File: src/rtl/cc_banks_rw0_initiator.sv
// Request-side driver for a single-port RW0 SRAM bank.
// Turns a valid/ready request stream into RW0 strobes and returns read data
// in request order on a valid/ready response stream. The fixed 1-cycle RW0
// read latency is absorbed by an in-flight flag plus a small response FIFO.
// A credit check keeps reads from overrunning that FIFO, so read data is
// never dropped under backpressure. Writes bypass the credit check because
// they produce no response.
module cc_banks_rw0_initiator #(
    parameter int ADDR_W    = 13,
    parameter int DATA_W    = 64,
    parameter int RSP_DEPTH = 2
) (
    input  logic              clock,
    input  logic              reset,
    input  logic              req_valid,
    output logic              req_ready,
    input  logic              req_write,
    input  logic [ADDR_W-1:0] req_addr,
    input  logic [DATA_W-1:0] req_wdata,
    output logic              rsp_valid,
    input  logic              rsp_ready,
    output logic [DATA_W-1:0] rsp_rdata,
    output logic              busy,
    output logic [ADDR_W-1:0] RW0_addr,
    output logic              RW0_en,
    output logic              RW0_wmode,
    output logic [DATA_W-1:0] RW0_wdata,
    input  logic [DATA_W-1:0] RW0_rdata
);

    localparam int CNT_W = $clog2(RSP_DEPTH + 1);
    localparam int PTR_W = (RSP_DEPTH > 1) ? $clog2(RSP_DEPTH) : 1;
    localparam logic [CNT_W:0]   DEPTH_C = (CNT_W + 1)'(RSP_DEPTH);
    localparam logic [CNT_W-1:0] FULL_C  = CNT_W'(RSP_DEPTH);
    localparam logic [PTR_W-1:0] LAST_C  = PTR_W'(RSP_DEPTH - 1);

    // State: one read in flight toward the bank, plus the buffered responses.
    logic              inflight_q, inflight_d;
    logic [CNT_W-1:0]  count_q,    count_d;
    logic [PTR_W-1:0]  wr_ptr_q,   wr_ptr_d;
    logic [PTR_W-1:0]  rd_ptr_q,   rd_ptr_d;
    logic [DATA_W-1:0] mem_q [RSP_DEPTH];

    logic             fifo_empty;
    logic             fire;
    logic             pop;
    logic             fifo_pop;
    logic             push;
    logic [CNT_W:0]   used;
    logic [CNT_W:0]   limit;
    logic             has_credit;

    // Response selection, credit computation and the bank-side strobes.
    always_comb begin
        // NOTE: every output of this block gets a default on every path, so no latch is inferred.
        fifo_empty = (count_q == '0);

        // With an empty FIFO the bank output is presented directly (bypass).
        rsp_valid  = !reset && (inflight_q || !fifo_empty);
        rsp_rdata  = fifo_empty ? RW0_rdata : mem_q[rd_ptr_q];
        pop        = rsp_valid && rsp_ready;
        fifo_pop   = pop && !fifo_empty;

        // Arriving bank data is stored unless the bypass hands it straight to the consumer.
        push       = !reset && inflight_q && !(fifo_empty && rsp_ready);

        // free = RSP_DEPTH - count - inflight + pop; a read may issue when free > 0.
        used       = {1'b0, count_q} + (CNT_W + 1)'(inflight_q);
        limit      = DEPTH_C + (CNT_W + 1)'(pop);
        has_credit = (used < limit);

        req_ready  = !reset && (req_write || has_credit);
        fire       = req_valid && req_ready;

        RW0_en     = fire;
        RW0_wmode  = fire && req_write;
        RW0_addr   = req_addr;
        RW0_wdata  = req_wdata;

        busy       = !reset && (inflight_q || !fifo_empty);
    end

    // Next-state for the in-flight flag, FIFO occupancy and circular pointers.
    always_comb begin
        inflight_d = fire && !req_write;
        count_d    = count_q;
        wr_ptr_d   = wr_ptr_q;
        rd_ptr_d   = rd_ptr_q;

        if (push) begin
            wr_ptr_d = (wr_ptr_q == LAST_C) ? '0 : wr_ptr_q + 1'b1;
        end
        if (fifo_pop) begin
            rd_ptr_d = (rd_ptr_q == LAST_C) ? '0 : rd_ptr_q + 1'b1;
        end
        case ({push, fifo_pop})
            2'b10:   count_d = count_q + 1'b1;
            2'b01:   count_d = count_q - 1'b1;
            default: count_d = count_q;
        endcase
    end

    // Control state register with synchronous reset; discards any pending reads.
    always_ff @(posedge clock) begin
        // NOTE: state registers use non-blocking assignments so every flop samples pre-edge values.
        if (reset) begin
            inflight_q <= 1'b0;
            count_q    <= '0;
            wr_ptr_q   <= '0;
            rd_ptr_q   <= '0;
        end else begin
            inflight_q <= inflight_d;
            count_q    <= count_d;
            wr_ptr_q   <= wr_ptr_d;
            rd_ptr_q   <= rd_ptr_d;
        end
    end

    // Response storage: captures bank read data at the tail.
    always_ff @(posedge clock) begin
        // NOTE: the data array has no reset; count_q gates every read, so stale contents are never observed.
        if (push) begin
            mem_q[wr_ptr_q] <= RW0_rdata;
        end
    end

    // The credit rule must make a push into a full FIFO impossible.
    a_no_overflow : assert property (@(posedge clock) disable iff (reset)
        !(push && !fifo_pop && (count_q == FULL_C)));

endmodule

File: config.mk
export PLATFORM = sky130hd
export DESIGN_NAME = cc_banks_rw0_initiator
export DESIGN_NICKNAME = d
export VERILOG_FILES = /design/src/rtl/cc_banks_rw0_initiator.sv
export SDC_FILE = /design/constraint.sdc
export NUM_CORES = 1
export LEC_CHECK = 0
export ABC_AREA = 1
export CORE_ASPECT_RATIO = 1.1
export CORE_MARGIN = 2
export CORE_UTILIZATION = 42
export DETAILED_ROUTE_END_ITERATION = 6
export PLACE_DENSITY_LB_ADDON = 0.2
export SETUP_SLACK_MARGIN = 0.1
export SLEW_MARGIN = 20
export SYNTH_ARGS = -nofsm -noshare
export SYNTH_HDL_FRONTEND = slang
export SYNTH_SLANG_ARGS = --single-unit
File: constraint.sdc
create_clock -name clock -period 5.7 [get_ports clock]
set_input_delay 0.57 -clock clock [delete_from_list [all_inputs] [get_ports clock]]
set_output_delay 0.57 -clock clock [all_outputs]
set_load 0.005 [all_outputs]
* Word level (Yosys, flattened, before mapping)
Memories as Yosys holds them, arrays and structs flattened. A register that Yosys moved wholly into a read port is not among the register bits. Cells that the tools add are included.
Word-level totals: input bits 146, register bits after elaboration 5, logic and storage cells 40, RAM bits 128, output and inout port bits 146, memories 1
Memory list:
- mem_q | words 2, bits a word 64, read ports 1, clocked after memory_dff 1, wr ports 1, RTL line 42 | logic [DATA_W-1:0] mem_q [RSP_DEPTH];
Operators by class: muxes and demuxes 8, $add $sub $neg 6, reduce and logical (&&, ||, !) cells 18, order comparisons 1, eq/ne operators 2
Operators by type and width (number):
- $mux W64 | 1
- $logic_and A1 B1 Y1 | 10
- $mux W1 | 6
- $logic_not A1 Y1 | 4
- $pmux W2 S2 | 1
- $add A2 B1 Y3 | 1
- $add A2 B1 Y3 const A | 1
- $lt A3 B3 Y1 | 1
- $add A1 B1 Y1 const B | 2
- $add A2 B1 Y2 const B | 1
- $eq A2 B1 Y1 const B | 1
- $eq A2 B2 Y1 const B | 1
- $logic_not A2 Y1 | 1
- $logic_or A1 B1 Y1 | 2
- $reduce_bool A2 Y1 | 1
- $sub A2 B1 Y2 const B | 1

* Depth between registers and ports, before layout
Gate-level depths: netlist of the first run.
depth after elaboration 11, mapped depth 10

* Least setup slack after synthesis of the first run
OpenSTA, ideal clock, no wires.
path kind input to register, start point input reset, end point memory mem_q[0][0] (enable), library setup time 0.486 ns, path buffers 0, required time 5.214 ns, arrival 3.745 ns, path slack 1.469 ns, cell stages on the path 5, cell sequence inv_1 -> nand2_1 -> a21oi_1 -> inv_2 -> nor2_1
On the way: word-level cells in the longest chain between the ends 5
RTL lines:
- from (decl) | RTL line 14 | input logic reset,
- $logic_not A1 Y1 | RTL line 65 | push = !reset && inflight_q && !(fifo_empty && rsp_ready);
- $logic_and A1 B1 Y1 (2 in series) | RTL line 65
- $mux W1 | RTL line 122 | if (push) begin
- $mux W1 (not written as such) | RTL line 123 | mem_q[wr_ptr_q] <= RW0_rdata;
- to (decl) | RTL line 42
Every way passes these cells.

* Final worst setup path of the first run
start point register count_q[0], end point output req_ready
On the way: word-level cells in the longest chain between the ends 9, elaborated cells on any way between the ends 10, those cells by class add/sub: 2; order compare: 1; reduce/logical: 7
RTL lines:
- from (decl) | RTL line 39 | logic [CNT_W-1:0] count_q, count_d;
- from (signal assigned) | RTL line 113 | count_q <= count_d;
- $logic_not A2 Y1 | RTL line 56 | fifo_empty = (count_q == '0);
- $logic_not A1 Y1 | RTL line 59 | rsp_valid = !reset && (inflight_q || !fifo_empty);
- $logic_or A1 B1 Y1 | RTL line 59
- $logic_and A1 B1 Y1 | RTL line 59
- $logic_and A1 B1 Y1 | RTL line 61 | pop = rsp_valid && rsp_ready;
- $add A2 B1 Y3 | RTL line 69 | limit = DEPTH_C + (CNT_W + 1)'(pop);
- $lt A3 B3 Y1 * | RTL line 70 | has_credit = (used < limit);
- $logic_or A1 B1 Y1 * | RTL line 72 | req_ready = !reset && (req_write || has_credit);
- $logic_and A1 B1 Y1 * | RTL line 72
- to (decl) | RTL line 16 | output logic req_ready,
Mark *: on every way between the ends. The rest lies on a longest branch, timed or not.

==> results of run 1 <==
==> power by group through the flow <==
stage / Sequential, uW / Clock, uW / Combinational (uW)
4_1_cts: 1090 / 1120 / 213
6_report: 1090 / 1100 / 212
5_1_grt: 1090 / 1160 / 230
2_1_floorplan: 1110 / 0 / 107
3_3_place_gp: 1110 / 0 / 209
3_5_place_dp: 1110 / 0 / 211
==> metrics by stage <==
stage          utilization  hold slack (ns)  power (uW)  area [um^2]  worst slack (ns)
2_1_floorplan            -            0.487        1220         6330              1.47
3_3_place_gp         0.486            0.498        1320         7240              2.34
3_5_place_dp         0.486            0.503        1320         7240              2.29
4_1_cts              0.526            0.517        2430         7830              2.06
5_1_grt              0.528            0.537        2480         7860              1.78
6_report             0.528            0.513        2400         7860              2.11
==> state kept, by name (all words and copies together), names as in the netlist, named ones only <==
| signal | flops |
|---|---|
| wr_ptr_q | 1 |
| rd_ptr_q | 1 |
| count_q | 2 |
| mem_q | 128 |
| inflight_q | 1 |
==> cell families (layout without fill, tap and decap cells) <==
group,Yosys count,after routing,share of synthesized area
buf+inv,184,251,0.164
simple gates,145,145,0.0914
compound gates,139,139,0.111
flops,134,134,0.626
fa+ha+maj,3,3,0.00593
xor+xnor,1,1,0.00138
==> cell type report <==
class,instances,area [um^2]
fill,1298,7020
sequential,134,3970
timing repair buffer,141,1420
multi-input combinational,288,1340
clock buffer,21,440
inverter,78,293
tap,196,245
clock inverter,11,156
==> routing by layer <==
layer / GRT usage / routed length (um) / vias up
li1: - / - / 2041
met1: 0.190 / 5220 / 1805
met2: 0.318 / 7660 / 169
met3: 0.122 / 2090 / 55
met4: 0.124 / 815 / 0
met5: 0 / 0 / -
==> critical path, stage by stage (launching register included) <==
cell and delay [ns]:
dfxtp_1 0.37, nor2_4 0.53, buf_4 0.73, nand2_2 0.10, nand3_2 0.10, nand2_1 0.05, nand2_1 0.05, nand2_1 0.04
nand2_1 0.07, inv_1 0.04, clkdlybuf4s50_1 0.44
==> path summary, 6_finish.rpt <==
kind | startpoint | cells after the start | slack [ns] | endpoint
max | count_q[0] | 10 | 2.11 | req_ready
min | rd_ptr_q | 1 | 0.51 | rd_ptr_q
max reg2reg | count_q[0] | 6 | 2.55 | mem_q[1][15]
min reg2reg | rd_ptr_q | 1 | 0.51 | rd_ptr_q
==> cells in the mapped netlist (all sizes together) <==
cell	n
inv	78
ha	3
nand4	1
a21oi	5
nor2	7
edfxtp	128
o21ai	132
nand3	3
xor2	1
o21a	2
dfxtp	6
clkbuf	11
nand2	134
buf	95
==> metrics.txt, run 1 <==
status finished clean; placed cell count 836; sequential share of the synthesized area 0.626; WP data required 5.13 ns; Net Sw Frac 0.192; sw power approximately 460 uW; internal power 1940 uW; synthesized area 0.00633 mm^2; Root Driver clkbuf_16; Area Overhead vs Synth 24.2%; Logic pwr share 0.089; Rows 47; antenna cells 0; Final Non-Filler Cells just under 900; synth warn 0; crit path max fanout 98; drt wl/cell approximately 18 um; clock sinks about 130; top post-synthesis cells by area edfxtp_1, o21ai_0, buf_4, nand2_1, inv_1; Initial Utilization 0.425; Post-DRT Antenna Nets 0; initial antenna violation count 0; vias in the first global route 3943; Post-CTS Setup Inserts 0; H-tree depth reported by CTS 4; most frequent cells in the layout clkdlybuf4s50_1, nand2_1, edfxtp_1, o21ai_0, inv_1; syn nets between 700 and 800; Routed Wire Length 15800 um; CP startpoint kind flip-flop; Die W between 100 and 150 um; TNS Setup 0 ns; largest net degree at the start of global routing 129; total grt overflow 0; Worst Setup End Kind output port; PortBufs about 140; Synth area leader edfxtp_1; Slew headroom 0.362; post-synth top area share 0.607; Peak Freq between 200 and 300 MHz; Worst Tran Pin Value 0.955 ns; Max Cap Violations 0; Seq pwr share 0.454; CTS buffer count 17; Top-Level Pins just under 300; clk_lat worst skew 0.41 ns; crit path DAT 3.02 ns; initial drt markers about 170; die area 0.0161 mm^2; CTS tree done; Syn Inst Count ~610; vias per inst 4.68; clk buf depth 2; clock-pin slew on the worst setup and hold paths 0.05 ns; gp weighted congestion between 0.7 and 0.8; Final HPWL DP 11500 um; P_leak slightly below 0.003 uW; Crit Path Class flip-flop to output port; mean post-synth cell area 10.4 um^2; final hold viol count 0; register bit total from synthesis roughly 130; gr usage total 0.198; Core Region 0.0149 mm^2; # hold bufs at CTS 0; type of the most critical hold path flip-flop to flip-flop; clock power share 0.457; commonest non-fill, non-tap cell in the layout clkdlybuf4s50_1; # nets final 809; Distinct cells, synth 22; final number of setup-violating endpoints 0; VDD IR-drop max ~0.15 mV; max-slew violations 0; via count 4070; first-pass GRT wire length about 23000 um; final period utilization 0.630; height of the die 133 um; minimum clock period about 3.6 ns; layout cell share with drive strength beyond 1 0.0594; DRC errors left 0; CTS resizes 0; RSZ-0062 raised after global routing no; P per Cell Area about 300 mW/mm^2; TritonRoute pass-1 iters 4; Clock Skews 0.00703 ns
(Power assumes the default switching activity.)
==> run 2, diff against run 1 <==
==> constraint.sdc (replaced) <==
create_clock -name clock -period 3.4 [get_ports clock]
set_input_delay 0.34 -clock clock [delete_from_list [all_inputs] [get_ports clock]]
set_output_delay 0.34 -clock clock [all_outputs]
set_load 0.005 [all_outputs]
==> metrics.txt, run 2 (same netlist as run 1, synthesis figures left out) <==
Die W ~120 um; DRC errors left 0; vias in the first global route just under 4000; gp weighted congestion 0.776; most frequent cells in the layout clkdlybuf4s50_1, nand2_1, edfxtp_1, o21ai_0, inv_1; Crit Path Class flip-flop to output port; Fillers 1304; worst-path cell chain nor2_4 > buf_12 > buf_12 > nand2_1 > o21ai_0 > clkdlybuf4s50_1; first-pass GRT wire length 22300 um; TNS Setup 0 ns; # hold bufs at CTS 0; final number of setup-violating endpoints 0; crit path DAT 2.45 ns; CP startpoint kind flip-flop; status finished clean; VDD IR-drop max between 0.2 and 0.3 mV; most used cell, CP buf_12; Post-CTS Setup Inserts 0; Rows 47; Root Driver clkbuf_16; P per Cell Area 483 mW/mm^2; Hold Crit Depth 1; Routed Wire Length 15400 um; RSZ-0062 raised after global routing no; clock sinks approximately 130; vias per inst 4.69; Design Area, Final 0.00784 mm^2; final period utilization 0.821; Core Region approximately 0.015 mm^2; Final HPWL DP 11400 um; clock-pin slew on the worst setup and hold paths 0.05 ns; minimum clock period 2.79 ns; via count ~4100; gr usage total 0.189; Worst Setup End Kind output port; initial antenna violation count 1; WP data required 3.06 ns; P_leak 0.00298 uW; clk buf depth 2; drt wl/cell 17.7 um; H-tree depth reported by CTS 4; final hold viol count 0; total grt overflow 0; clk_lat worst skew 0.41 ns; height of the die about 130 um; Top-Level Pins 292; reg2reg path depth 8; layout cell share with drive strength beyond 1 0.0681; crit path max fanout 42; Max Cap Violations 0; type of the most critical hold path flip-flop to flip-flop; CTS buffer count 17; Initial Utilization 0.425; Clock Skews roughly 0.0090 ns; Largest Register mem_q; CTS resizes 0; TritonRoute pass-1 iters 4; # nets final 813; Peak Freq roughly 360 MHz; CTS tree done; initial drt markers 174; antenna cells 0; Cell Area, Placed 0.00732 mm^2; die area 0.0161 mm^2; Post-DRT Antenna Nets 0; top flop regs mem_q (128), count_q (2); Slew headroom 0.611; Area Overhead vs Synth 23.9%; Worst Tran Pin Value 0.582 ns; PortBufs 137; max-slew violations 0; slowest stage delay, CP 0.55 ns; CP max stage cell clkdlybuf4s50_1; commonest non-fill, non-tap cell in the layout clkdlybuf4s50_1; largest net degree at the start of global routing 67; max reg flops between 100 and 150
==> run 2: changes by cell type in the layout (fill, tap and decap cells not counted), sizes merged <==
cell,change
buf,+4
bufinv,-3
clkbuf,-3
clkinv,+3
clkinvlp,+1
==> run 2: layout make-up <==
cell class,instances,area (um^2),share of cell area
multi-input cells,288,1340,0.170
repair buffers,145,1480,0.189
inverters,78,293,0.0373
well taps,196,245,0.0313
flip-flops and latches,134,3970,0.506
clock inverters,12,90.1,0.0115
clock buffers,18,429,0.0547
==> run 2: final timing paths <==
check | slack, ns | from | endpoint
worst max-delay path | 0.61 | count_q[0] | rsp_rdata[51]
worst min-delay path | 0.52 | rd_ptr_q | rd_ptr_q
worst max register to register | 1.38 | count_q[0] | count_q[1]
worst min register to register | 0.52 | rd_ptr_q | rd_ptr_q
==> run 2: per-stage QoR <==
| step | util | hold WS [ns] | setup WS (ns) | instances | total power (uW) |
|---|---|---|---|---|---|
| final | 0.527 | 0.521 | 0.610 | 871 | 3790 |
| after global routing | 0.527 | 0.541 | 0.430 | 871 | 3920 |
| after CTS | 0.527 | 0.525 | 0.568 | 871 | 3830 |
| after detailed placement | 0.492 | 0.508 | 0.957 | 841 | 2220 |
| after global placement | 0.492 | 0.502 | 1.01 | 841 | 2220 |
| after floorplan | - | 0.412 | 0.449 | 606 | 2040 |
==> run 2: worst max-delay path: cells and delay by family, from the launching register on <==
family | cells | cell delay (ns)
flip-flops | 1 | 0.37
AND/OR/NAND/NOR | 2 | 0.54
buffers and inverters | 3 | 1.04
AO/OA/AOI/OAI | 1 | 0.10
==> run 2: power breakdown <==
part | switching (uW) | internal, uW
Clock | 624 | 980
Combinational | 144 | 215
Sequential | 6.94 | 1820
Total | 774 | 3020
==> run 2: per-layer routing <==
metal,global-route usage,share of wire,vias to the layer above,routed length [um]
li1,-,-,2050,-
met1,0.186,0.34,1830,5170
met2,0.323,0.51,158,7870
met3,0.108,0.12,46,1890
met4,0.0807,0.030,2,469
met5,0,0.00084,-,13
